## config.mk

```make
export PLATFORM = sky130hd
export DESIGN_NAME = pcs_scrambler_pipe
export DESIGN_NICKNAME = d
export VERILOG_FILES = /design/src/rtl/pcs_scrambler_pipe.sv
export SDC_FILE = /design/constraint.sdc
export NUM_CORES = 1
export LEC_CHECK = 0
export ABC_AREA = 1
export CORE_ASPECT_RATIO = 0.5
export CORE_MARGIN = 4
export CORE_UTILIZATION = 40
export CTS_BUF_LIST = sky130_fd_sc_hd__clkbuf_8
export DETAILED_ROUTE_END_ITERATION = 12
export GPL_TIMING_DRIVEN = 1
export PLACE_DENSITY = 0.67
export SYNTH_ARGS = -nofsm -noshare
export SYNTH_HDL_FRONTEND = slang
export SYNTH_SLANG_ARGS = --single-unit
```

## constraint.sdc

```tcl
create_clock -name CLK -period 4.25 [get_ports CLK]
set_input_delay 0.85 -clock CLK [delete_from_list [all_inputs] [get_ports CLK]]
set_output_delay 0.85 -clock CLK [all_outputs]
set_load 0.01 [all_outputs]
```

## src/rtl/pcs_scrambler_pipe.sv

```systemverilog
`default_nettype none
// ============================================================================
// Module   : pcs_scrambler_pipe
// Purpose  : Self-synchronous x^58 + x^39 + 1 scrambler/descrambler with a
//            single valid/ready register stage, bypass, seed load and sync flag.
// Revision : 1.0
// ============================================================================
module pcs_scrambler_pipe #(
  parameter int          DATA_WIDTH = 64,
  parameter bit          DESCRAMBLE = 1'b0,
  parameter logic [57:0] SEED_INIT  = 58'h3FF_FFFF_FFFF_FFFF,
  parameter int          CNT_WIDTH  = 32
) (
  input  logic                  CLK,
  input  logic                  rst_n,
  input  logic                  in_valid,
  output logic                  in_ready,
  input  logic [DATA_WIDTH-1:0] in_data,
  input  logic                  in_bypass,
  input  logic                  seed_load,
  input  logic [57:0]           seed_value,
  output logic                  out_valid,
  input  logic                  out_ready,
  output logic [DATA_WIDTH-1:0] out_data,
  output logic                  synced,
  output logic [CNT_WIDTH-1:0]  beat_cnt
);

  localparam int                SYNC_BEATS = (58 + DATA_WIDTH - 1) / DATA_WIDTH;
  localparam int                SYNC_W     = $clog2(SYNC_BEATS + 1);
  localparam logic [SYNC_W-1:0] SYNC_MAX   = SYNC_W'(SYNC_BEATS);

  // Returns {next_state, processed_data}. The extended vector holds the 58
  // history bits below the beat's scrambled-domain bits, so every tap is a
  // plain index and narrow beats fall out without special cases.
  function automatic logic [DATA_WIDTH+57:0] lfsr_step(
    input logic [57:0]           state,
    input logic [DATA_WIDTH-1:0] din
  );
    logic [DATA_WIDTH+57:0] ext;
    logic [DATA_WIDTH-1:0]  dout;
    ext  = {{DATA_WIDTH{1'b0}}, state};
    dout = '0;
    for (int i = 0; i < DATA_WIDTH; i++) begin
      if (DESCRAMBLE) begin
        ext[58+i] = din[i];
        dout[i]   = din[i] ^ ext[i+19] ^ ext[i];
      end else begin
        ext[58+i] = din[i] ^ ext[i+19] ^ ext[i];
        dout[i]   = ext[58+i];
      end
    end
    return {ext[DATA_WIDTH+57:DATA_WIDTH], dout};
  endfunction

  logic [57:0]            state_q,    state_d;
  logic [DATA_WIDTH-1:0]  out_data_q, out_data_d;
  logic                   out_valid_q, out_valid_d;
  logic                   synced_q,   synced_d;
  logic [CNT_WIDTH-1:0]   beat_cnt_q, beat_cnt_d;
  logic [SYNC_W-1:0]      sync_cnt_q, sync_cnt_d;
  logic [DATA_WIDTH+57:0] step;
  logic                   accept;

  assign in_ready  = ~out_valid_q | out_ready;
  assign accept    = in_valid & in_ready;
  assign step      = lfsr_step(state_q, in_data);

  assign out_valid = out_valid_q;
  assign out_data  = out_data_q;
  assign synced    = synced_q;
  assign beat_cnt  = beat_cnt_q;

  always_comb begin
    state_d     = state_q;
    out_data_d  = out_data_q;
    out_valid_d = out_valid_q;
    beat_cnt_d  = beat_cnt_q;
    sync_cnt_d  = sync_cnt_q;

    if (accept) begin
      out_valid_d = 1'b1;
      out_data_d  = in_bypass ? in_data : step[DATA_WIDTH-1:0];
    end else if (out_ready) begin
      out_valid_d = 1'b0;
    end

    if (accept && !in_bypass) begin
      state_d    = step[DATA_WIDTH+57:DATA_WIDTH];
      beat_cnt_d = beat_cnt_q + 1'b1;
      if (sync_cnt_q != SYNC_MAX) begin
        sync_cnt_d = sync_cnt_q + 1'b1;
      end
    end

    // A coincident beat has already used the old state; the seed takes the next one.
    if (seed_load) begin
      state_d    = seed_value;
      sync_cnt_d = '0;
    end

    synced_d = (sync_cnt_d == SYNC_MAX);
  end

  always_ff @(posedge CLK or negedge rst_n) begin
    if (!rst_n) begin
      state_q     <= SEED_INIT;
      out_data_q  <= '0;
      out_valid_q <= 1'b0;
      synced_q    <= 1'b0;
      beat_cnt_q  <= '0;
      sync_cnt_q  <= '0;
    end else begin
      state_q     <= state_d;
      out_data_q  <= out_data_d;
      out_valid_q <= out_valid_d;
      synced_q    <= synced_d;
      beat_cnt_q  <= beat_cnt_d;
      sync_cnt_q  <= sync_cnt_d;
    end
  end

endmodule
`default_nettype wire

```

# Yosys cells after proc, flatten, opt, wreduce, memory -nomap -nowiden
# Index checks and enable logic that the tools add are counted.
# word_totals
reg_bits	156
input_bits	128
output_inout_bits	99
elab_cells	150
# op_classes
addsub	2
mux	8
bitwise_logic	131
reduce_logical	4
# ops
operator	count
$xor 1x1->1	128
$mux 58	2
$mux 64	1
$add 32x1->32 const B	1
$mux 1	5
$reduce_bool 2->1	2
$add 1x1->1 const B	1
$and 1x1->1	1
$logic_and 1x1->1	1
$logic_not 1->1	1
$not 1->1	1
$or 1x1->1	1

# Longest topological paths before layout
# depth
depth_word	6
depth_mapped	11
depth_no_buf	11

# Worst setup path before layout
# Ideal clock, no wire load.
# synth_timing
path_type	in2reg
startpoint	input out_ready
endpoint	register beat_cnt_q[24], in the netlist beat_cnt[24]
t_arrival_ns	1.703
required_ns	4.133
setup_slack_ns	2.430
path_stages	11
cell_sequence	inv_2 nand2_4 nand2_4 inv_2 nand2_2 nor2_1 and2_1 buf_4 nand3_2 nand2_1 nand2_1
# synth_via
elab_chain_cells	3
# synth_lines
item	line_no	rtl
start: declaration	23	input logic out_ready,
$or 1x1->1	65	assign in_ready = ~out_valid_q | out_ready;
via in_ready	17	output logic in_ready,
$and 1x1->1	66	assign accept = in_valid & in_ready;
$logic_and 1x1->1	88	if (accept && !in_bypass) begin
end signal: assignment	118	beat_cnt_q <= beat_cnt_d;
end: declaration	60	logic [CNT_WIDTH-1:0] beat_cnt_q, beat_cnt_d;
# The timed path passes the listed nets, and every way through them passes these cells.
# A chain may end at the register's enable or synchronous reset.

# Worst setup path after layout
# layout_timing
startpoint	input out_ready
endpoint	register state_q[53]
# layout_via
elab_chain_cells	4
# layout_lines
item	line_no	rtl
$or 1x1->1	65	
$and 1x1->1	66	
$logic_and 1x1->1	88	
$reduce_bool 2->1 (no line)	-	
end signal: assignment	114	state_q <= state_d;
end: declaration	56	logic [57:0] state_q, state_d;
# Every way passes these cells.

==> results.yml <==
yosys:
  synth_nets: 1423
  ys_seq_area_frac: 0.428
  yosys-top-cells-area: "dfrtp_1, nand2_1, dfstp_2, nand3_1, a21oi_1"
  synth_xor_area_frac: 0.0772
  synth_top_cell_area_share: 0.264
  yosysWarnings: 0
  yosysTopAreaCell: "dfrtp_1"
  syn_area_per_cell_um2: 7.18
  synth_cell_types: 32
  synthMuxAreaShare: 0
  syn_inst: 1294
  yosys_register_bits: 156
  synth_top_family_by_area: "simple AND/OR/NAND/NOR gates"
  syn_area_um2: 9290
  yosys.area_share.simple: 0.375
  synthAdderAreaFrac: 0.00135
  synth_compound_area_frac: 0.0633
clocking:
  cts_tree: "built"
  clock_path_buffers: 2
  postCtsHoldBufs: 0
  h-tree-depth: 4
  ctsResizeCount: 0
  clock_sinks: 156
  clk_pin_slew_ns: 0.08
  clk-insertion-delay-late_ns: 0.49
  cts-root-buf: "clkbuf_8"
  cts_setup_buffers: 0
  cts_made_buffers: 17
die:
  rows: 39
  floorplan.initialDensity: 0.407
  core_um2: 22800
  num_io_pins: 227
  die_area_um2: 25900
  die_x_um: 223
  die_h_um: 116
sta:
  hold_viol: 0
  tightest_slew_ns: 0.906
  slew_viol_final: 0
  fin_crit_sh: 0.666
  finalCriticalPeriod_ns: 2.83
  setup_viol: 0
  relSlewSlack: 0.396
  finalSetupTns_ns: 0
  clock_skew_ns: 0.0205
  rsz0062_at_grt: "no"
  clock.fmax_ghz: 0.353
global_route:
  grt_max_degree: 78
  busiest_layer: "met2"
  use_met1: 0.337
  met2_usage: 0.405
  grt_pass1_wl_mm: 49.4
  grt_use_total: 0.244
  grt_overflow: 0
  grt_use_met3: 0.0367
  antenna_found_initial: 1
  first_global_vias: 9170
power_and_ir_drop:
  p_int_mw: 3.09
  comb_power_share: 0.313
  switchingPower_mw: 1.63
  sw_frac_of_total: 0.345
  p_leak_nw: 5.55
  clock_power_share: 0.267
  p_per_area_nw_per_um2: 386
  pwr-share-seq: 0.420
  vdd_ir_drop_max_mv: 0.194
  power_mw: 4.72
drt:
  wl_per_cell_um: 17.3
  vias_per_cell: 5.14
  finalWirelength_mm: 31.5
  first_pass_iters: 5
  antenna_left: 0
  vias: 9355
  drt_iter0_drc: 978
  drc: 0
worst_setup_path:
  end_kind: "flip-flop"
  cp.required_ns: 4.66
  cp_max_fo: 45
  reg2reg_slack_ns: 1.85
  r2r-end: "state_q[53]"
  startpoint_type: "input pin"
  reg2reg_from: "out_valid"
  worstRegToRegCells: 8
  cp_data_arrival_time_ns: 3.24
  path_class: "input pin to flip-flop"
placed_design:
  routabilityCongestion: 0.953
  dp_hpwl_mm: 23.2
  port_buffers: 226
  place_inst: 1788
min_path:
  min-delay-path-class: "input pin to asynchronous set/reset pin"
finish:
  fin_cells: 1821
  mostFrequentLayoutCells: "nand2_1, clkdlybuf4s50_1, nand3_1, nor2_1, dfrtp_1"
  final_nets: 1629
  drive_gt1_frac: 0.0853
  syn_to_final_growth_pct: 31.6
  final_common_cell: "nand2_1"
run_status:
  status: "finished, final reports clean"
job:
  maxCapViolations: 0
==> power by group through the flow <==
stage	Clock, mW	Sequential [mW]	Combinational (mW)
floorplan	0	2.01	0.717
global placement	0	2.00	1.45
detailed placement	0	2.00	1.47
CTS	1.26	1.98	1.48
global route	1.34	2.01	1.64
finish	1.26	1.98	1.48
==> metrics by stage <==
stage	setup slack, ns	area, um2	utilization	hold WS (ns)
6_report	1.42	12200	0.535	0.339
5_1_grt	1.24	12200	0.535	0.399
4_1_cts	1.42	12200	0.535	0.380
3_5_place_dp	0.948	11800	0.516	0.465
3_3_place_gp	1.02	11800	0.516	0.456
2_1_floorplan	2.43	9290	-	0.467
==> cell type report <==
| cell class | instances | area, um2 |
|---|---|---|
| Antenna cell | 1 | 2.50 |
| Clock buffer | 18 | 248 |
| Clock inverter | 14 | 180 |
| Fill cell | 2194 | 10600 |
| Inverter | 78 | 293 |
| Multi-Input combinational cell | 1011 | 4800 |
| Sequential cell | 156 | 3980 |
| Tap cell | 307 | 384 |
| Timing Repair Buffer | 236 | 2340 |
==> how the worst max path moves through the flow <==
stage                   start           end  slack (ns)
floorplan           out_ready  beat_cnt[24]        2.43
finish              out_ready   state_q[53]        1.42
global route        out_ready   state_q[45]        1.24
detailed placement  out_ready   state_q[43]        0.95
CTS                 out_ready      in_ready        1.42
global placement    out_ready   state_q[28]        1.02
==> logic make-up (layout without fill, tap and decap cells) <==
family          count (synthesis)  count (layout)
flops                         156             156
fa+ha+maj                       1               1
buf+inv                       127             346
other cells                     0               1
xor+xnor                       81              81
simple gates                  818             818
compound gates                111             111
==> state kept, by name, summed over array words and instances, names as in the netlist <==
signal      count
out_data       64
state_q        58
beat_cnt       32
out_valid       1
sync_cnt_q      1
==> Yosys cell counts <==
cell type,n
nor3_2,2
nand3b_1,12
nor2_1,108
buf_2,20
a21oi_1,96
nand2_2,4
o211ai_1,13
buf_4,3
or2_1,19
xor2_1,26
nand3_1,131
nor2_8,1
nand4_1,7
nand2_1,514
ha_1,1
dfstp_2,58
and3_1,1
clkbuf_1,21
inv_2,8
nor3_1,4
inv_1,70
xor2_2,1
buf_1,5
nand3_2,1
dfrtp_1,98
nand3_4,1
nor2_2,5
o21ai_1,2
nor2_4,4
and2_1,1
nand2_4,3
xnor2_1,54
==> layer usage <==
metal,vias to the layer above,share of wire,wire (um)
li1,4529,-,-
met1,4478,0.45,14300
met2,310,0.47,14900
met3,38,0.056,1760
met4,0,0.021,648
met5,-,0,0
==> critical path, cell delays in order <==
cell and delay [ns]:
clkdlybuf4s50_1 0.42, inv_2 0.07, nand2_4 0.05, nand2_4 0.24, inv_2 0.07, nand2_2 0.26
nand2_2 0.29, inv_2 0.68, nand2_1 0.10, nand3_1 0.13
(Power assumes the default switching activity.)
